### src/rtl/accum_seq.sv
// rtl/accum_seq.sv - burst accumulator sequencing an external 5-bit adder
//
// Sums BURST_LEN unsigned 4-bit operands per burst using an external
// combinational 5-bit adder (add_a + add_b + add_cin -> add_sum, add_cout).
// Optional feature: define ACCUM_SAT_EN to saturate the total at 31 on carry-out;
// without it the total wraps modulo 32. Overflow is flagged in both builds.
//
// Ports:
//   clk        clock, all state updates on rising edge
//   rst        synchronous active-high reset
//   start      begins a burst (sampled only in IDLE)
//   in_valid   in_data holds a valid operand
//   in_data    4-bit unsigned operand
//   in_ready   operand accepted this cycle (ACCUM only)
//   add_a      adder operand A = running total
//   add_b      adder operand B = zero-extended in_data
//   add_cin    adder carry-in, always 0
//   add_sum    adder sum returned
//   add_cout   adder carry-out returned
//   result     registered burst total
//   res_valid  one-cycle strobe in DONE
//   overflow   sticky carry-out flag for the current/last burst
//   busy       high in ACCUM and DONE
module accum_seq #(
  parameter int BURST_LEN = 4
) (
  input  logic       clk,
  input  logic       rst,
  input  logic       start,
  input  logic       in_valid,
  input  logic [3:0] in_data,
  output logic       in_ready,
  output logic [4:0] add_a,
  output logic [4:0] add_b,
  output logic       add_cin,
  input  logic [4:0] add_sum,
  input  logic       add_cout,
  output logic [4:0] result,
  output logic       res_valid,
  output logic       overflow,
  output logic       busy
);

  typedef enum logic [1:0] {
    IDLE  = 2'd0,
    ACCUM = 2'd1,
    DONE  = 2'd2
  } state_t;

  localparam logic [3:0] LAST = 4'(BURST_LEN);

  state_t     state;
  logic [4:0] acc;
  logic [3:0] cnt;
  logic [4:0] acc_next;
  logic       beat;

  assign add_a   = acc;
  assign add_b   = {1'b0, in_data};
  assign add_cin = 1'b0;

  // in_ready is a registered copy of (state == ACCUM)
  assign beat = in_valid & in_ready;

`ifdef ACCUM_SAT_EN
  // Once saturated, 31 + anything nonzero carries again and 31 + 0 stays 31,
  // so the total remains pinned at 31 for the rest of the burst.
  assign acc_next = add_cout ? 5'd31 : add_sum;
`else
  assign acc_next = add_sum;
`endif

  always_ff @(posedge clk) begin
    if (rst) begin
      state     <= IDLE;
      acc       <= 5'd0;
      cnt       <= 4'd0;
      result    <= 5'd0;
      overflow  <= 1'b0;
      res_valid <= 1'b0;
      busy      <= 1'b0;
      in_ready  <= 1'b0;
    end else begin
      case (state)
        IDLE: begin
          res_valid <= 1'b0;
          if (start) begin
            acc      <= 5'd0;
            cnt      <= 4'd0;
            overflow <= 1'b0;
            state    <= ACCUM;
            busy     <= 1'b1;
            in_ready <= 1'b1;
          end
        end
        ACCUM: begin
          if (beat) begin
            acc <= acc_next;
            cnt <= cnt + 4'd1;
            if (add_cout) begin
              overflow <= 1'b1;
            end
            // BURST_LEN <= 15 keeps the 4-bit counter from wrapping
            if (cnt + 4'd1 == LAST) begin
              state     <= DONE;
              in_ready  <= 1'b0;
              res_valid <= 1'b1;
              result    <= acc_next;
            end
          end
        end
        DONE: begin
          state     <= IDLE;
          res_valid <= 1'b0;
          busy      <= 1'b0;
          in_ready  <= 1'b0;
        end
        default: begin
          state     <= IDLE;
          res_valid <= 1'b0;
          busy      <= 1'b0;
          in_ready  <= 1'b0;
        end
      endcase
    end
  end

endmodule

### config.mk
export PLATFORM = sky130hd
export DESIGN_NAME = accum_seq
export DESIGN_NICKNAME = d
export VERILOG_FILES = /design/src/rtl/accum_seq.sv
export SDC_FILE = /design/constraint.sdc
export NUM_CORES = 1
export LEC_CHECK = 0
export CORE_MARGIN = 5
export CORE_UTILIZATION = 35
export CTS_CLUSTER_DIAMETER = 80
export DETAILED_ROUTE_END_ITERATION = 6
export GPL_TIMING_DRIVEN = 1
export PLACE_DENSITY = 0.63
export SETUP_SLACK_MARGIN = 0.02
export SLEW_MARGIN = 20
export SYNTH_ARGS = -nofsm -noshare
export SYNTH_HDL_FRONTEND = slang
export SYNTH_SLANG_ARGS = --single-unit
export TNS_END_PERCENT = 50
### constraint.sdc
create_clock -name clk -period 2.3 [get_ports clk]
set_input_delay 0.69 -clock clk [delete_from_list [all_inputs] [get_ports clk]]
set_output_delay 0.69 -clock clk [all_outputs]
set_load 0.02 [all_outputs]
==> results <==
- In the final routed layout, each cell accounts on average for 12.89 um.
- The final cycle utilization of the critical path is 88.20%.
- The most used routing layer is met2.
- The Yosys step of the flow raised 0 warnings.
- The overall fraction of global-route tracks in use is 10.11%.
- The total wirelength of the detailed-routed design is 1.946 mm.
- Counting flops with a built-in enable in the synthesized netlist gives 0.
- The CTS tree is yes.
- The total number of placement rows is 19.
- After synthesis, flip-flops and latches occupy 41.13% of the total area.
- Setup repair after global routing left no endpoint under its margin.
- The final setup violation count is 0.
- The area of the placeable core is 0.002710 mm^2.
- Global routing used 3.237% of the available met3 tracks.
- The number of I/O port buffers is 23.
- For this run, design rule violations remaining after detail routing come to 0.
- The top cell types in the final layout, fill and taps aside, are sky130_fd_sc_hd__clkdlybuf4s50_1, sky130_fd_sc_hd__dfxtp_1, sky130_fd_sc_hd__nand2b_1, sky130_fd_sc_hd__nand4b_1, sky130_fd_sc_hd__nand3_1.
- Counting flops with an async set or reset pin after synthesis yields a share of 0%.
- The initial DRC count is 14.
- The clock arrives with 1.878 ps of skew.
- Summed over all nets, the switching power comes to 0.1489 mW.
- For this design the top-level I/O count stands at 34.
- For met2 alone, demand over resource in global routing was 16.58%.
- Entering global routing, the biggest net connects 15 pins.
- In the final layout, flip-flops and latches occupy 400.4 um^2.
- Clock-pin slew was measured on the worst setup and hold paths at 110 ps.
- The fmax is 493.0 MHz.
- In this run the static leakage power is 0.4075 nW.
- After filler insertion, the fill cell instance count of the layout stands at 283.
- Once the clock tree was built, the resizer swapped 0 gates to a different size.
- The floorplan step set the die height to 62.74 um.
- Adding up every negative setup slack in the final design gives 0 ps.
- Together, buffers and inverters on the worst path number 1.
- For this design the ratio of total power to cell area is 522.0 mW/mm^2.
- The antenna violation net count after detailed routing is 0.
- The largest fanout on the critical path is 6.
- The total overflow left after global routing is 0.
- The post-CTS setup buffer count is 0.
- VDD sags by at most 327.7 uV.
- Routability-driven placement finished with a final weighted congestion of 0.8261.
- The cell area that synthesis handed to floorplanning was 973.4 um^2.
- STA puts the critical path data required time at 1610 ps.
- The time the final worst path needs with I/O delays and setup is 2029 ps.
- CTS placed an instance of sky130_fd_sc_hd__clkbuf_4 at the clock tree root.
- The post-layout instance count excluding filler cells is 151.
- The design internal power is 0.4925 mW.
- Of the cells placed in the final design, the portion with a size suffix greater than 1 is 10.83%.
- The library cell contributing the largest single delay on the critical path is sky130_fd_sc_hd__clkdlybuf4s50_1.
- The most common flop cell mapped by yosys is sky130_fd_sc_hd__dfxtp_1.
- The number of antenna violations at the first check in global routing is 0.
- Once layout is done, the placed cells without fillers occupy 0.001229 mm^2.
- For the worst-skew pair, the clock arrives at the later sink with an insertion delay of 280 ps.
- The routing usage on met1 is 12.81%.
- The mean number of vias per cell is 5.066.
- The detailed-routing iteration count for the pre-antenna-repair pass is 6.
- Sorting the synthesized cells by area gives the leading types as sky130_fd_sc_hd__dfxtp_1, sky130_fd_sc_hd__nand4b_1, sky130_fd_sc_hd__nand2b_1, sky130_fd_sc_hd__mux2i_1, sky130_fd_sc_hd__buf_4.
- The clock network is responsible for 30.3% of the overall power.
- The instance area after placement is 0.001192 mm^2.
- The most common library cell in the layout ignoring fill and taps is sky130_fd_sc_hd__clkdlybuf4s50_1.
- The switching share of power is 23.22%.
- The worst setup path is launched from a flip-flop.
- The dominant delay contributor by cell family on the critical path is buffers and inverters.
- The post-synthesis to final-layout area growth is 26.22%.
- The cell count after synthesis is 101.
- The power consumption is 0.6414 mW.
- In this run, CTS created clock tree buffers numbering 3.
- The combined area of the multi-input logic cells is 485.5 um^2.
- Once detailed placement completed, the half-perimeter wirelength came to 1.530 mm.
- The number of hold-repair buffers added at the cts stage is 0.
- The number of global-route vias before repair is 756.
- The portion of total power attributed to combinational logic is 13.2%.
- The sort of element at the end of the critical path is an output pin.
- The number of diodes is 0.
- Of all cell types, the one taking the most synthesized area is sky130_fd_sc_hd__dfxtp_1.
- The type of the worst min-delay path is flip-flop to flip-flop.
- Summed over its instances, the top area cell type makes up 41.13% of the synthesized netlist area.
- The run finished with clean final reports.
- The sequential cell fraction of total power is 56.5%.
- The critical path start-end classification is flip-flop to output pin.
- The horizontal extent of the die is 62.74 um.
- The mean instance size in the synthesized netlist is 9.638 um^2.
- For this run, the post-layout net count is 136.
- Clock tree synthesis found a total of 20 sinks.
- Synthesis inferred 20 register bits.
- Across the run, the number of max-cap violations was 0.
- The signal on the critical path passes through clkdlybuf4s50_1.
- The wire length of the first global-routing pass is 3.381 mm.
- The overall via count from detail_route is 765.
- The number of different library cells used by synthesis comes to 32.
- In this run the deepest clock path goes through 2 buffers.
- The arrival time reported for the critical path endpoint is 1340 ps.
- The instance count after placement with tap cells included is 147.
- The floorplan step defined a die boundary enclosing 0.003936 mm^2.
- The number of max-slew violations in the final report was 0.
- The depth of the CTS H-tree is 1.
- The final-report hold violation count came to 0.
- For this configuration, the core starts out at a cell density of 35.92%.
- The peak per-stage delay on the critical path is 630 ps.
path summary, 6_finish.rpt:
check	start	end	slack (ps)	depth (start not counted)
min reg2reg	overflow	overflow	470	2
max reg2reg	cnt[0]	result[0]	840	4
min	overflow	overflow	470	2
max	in_ready	in_ready	270	1
Yosys cell counts (2+ instances only):
library cell / count
sky130_fd_sc_hd__nand4b_1: 9
sky130_fd_sc_hd__mux2i_1: 6
sky130_fd_sc_hd__clkbuf_1: 4
sky130_fd_sc_hd__a21oi_1: 7
sky130_fd_sc_hd__nand2b_1: 11
sky130_fd_sc_hd__o21ai_0: 2
sky130_fd_sc_hd__nor2_1: 4
sky130_fd_sc_hd__inv_1: 2
sky130_fd_sc_hd__dfxtp_1: 20
sky130_fd_sc_hd__nand3_1: 8
sky130_fd_sc_hd__buf_4: 7
flip-flops by register name, summed over array words and instances (netlist names):
name       count
add_a          5
busy           1
cnt            4
in_ready       1
overflow       1
res_valid      1
result         5
state          2
area by class of cell:
type | instances | share of cell area [%]
repair buffers | 27 | 21.18
well taps | 31 | 3.157
inverters | 2 | 0.6110
clock buffers | 4 | 2.953
multi-input cells | 67 | 39.51
flip-flops and latches | 20 | 32.59
stage by stage:
step                hold WS [ps]  util [%]  worst slack [ps]
finish                     466.2     45.34             271.4
global route               502.5     45.34             196.9
CTS                        474.5     45.34             257.8
detailed placement         456.6     44.00             191.8
global placement           441.3     44.00             216.4
floorplan                  460.8         -             751.6
metal layers:
layer  vias up  part of all wire, %
li1        385                    -
met1       360                   46
met2        20                   49
met3         0                  4.9
met4         0                    0
met5         -                    0
cell families after synthesis:
| family | Yosys count | share of synthesized area (%) |
|---|---|---|
| compound gates | 16 | 12.21 |
| simple gates | 41 | 28.54 |
| fa+ha+maj | 1 | 1.285 |
| other cells | 1 | 0.3852 |
| buf+inv | 15 | 9.382 |
| mux | 6 | 6.170 |
| xor+xnor | 1 | 0.8999 |
| flops | 20 | 41.13 |
power groups by stage:
stage / sequential, mW / clock (mW) / combinational [mW]
after detailed placement: 0.371 / 0 / 0.0848
after CTS: 0.363 / 0.202 / 0.0854
after global routing: 0.364 / 0.223 / 0.0914
after floorplan: 0.374 / 0 / 0.0572
final: 0.363 / 0.194 / 0.0844
after global placement: 0.370 / 0 / 0.0845
(Power assumes the default switching activity.)
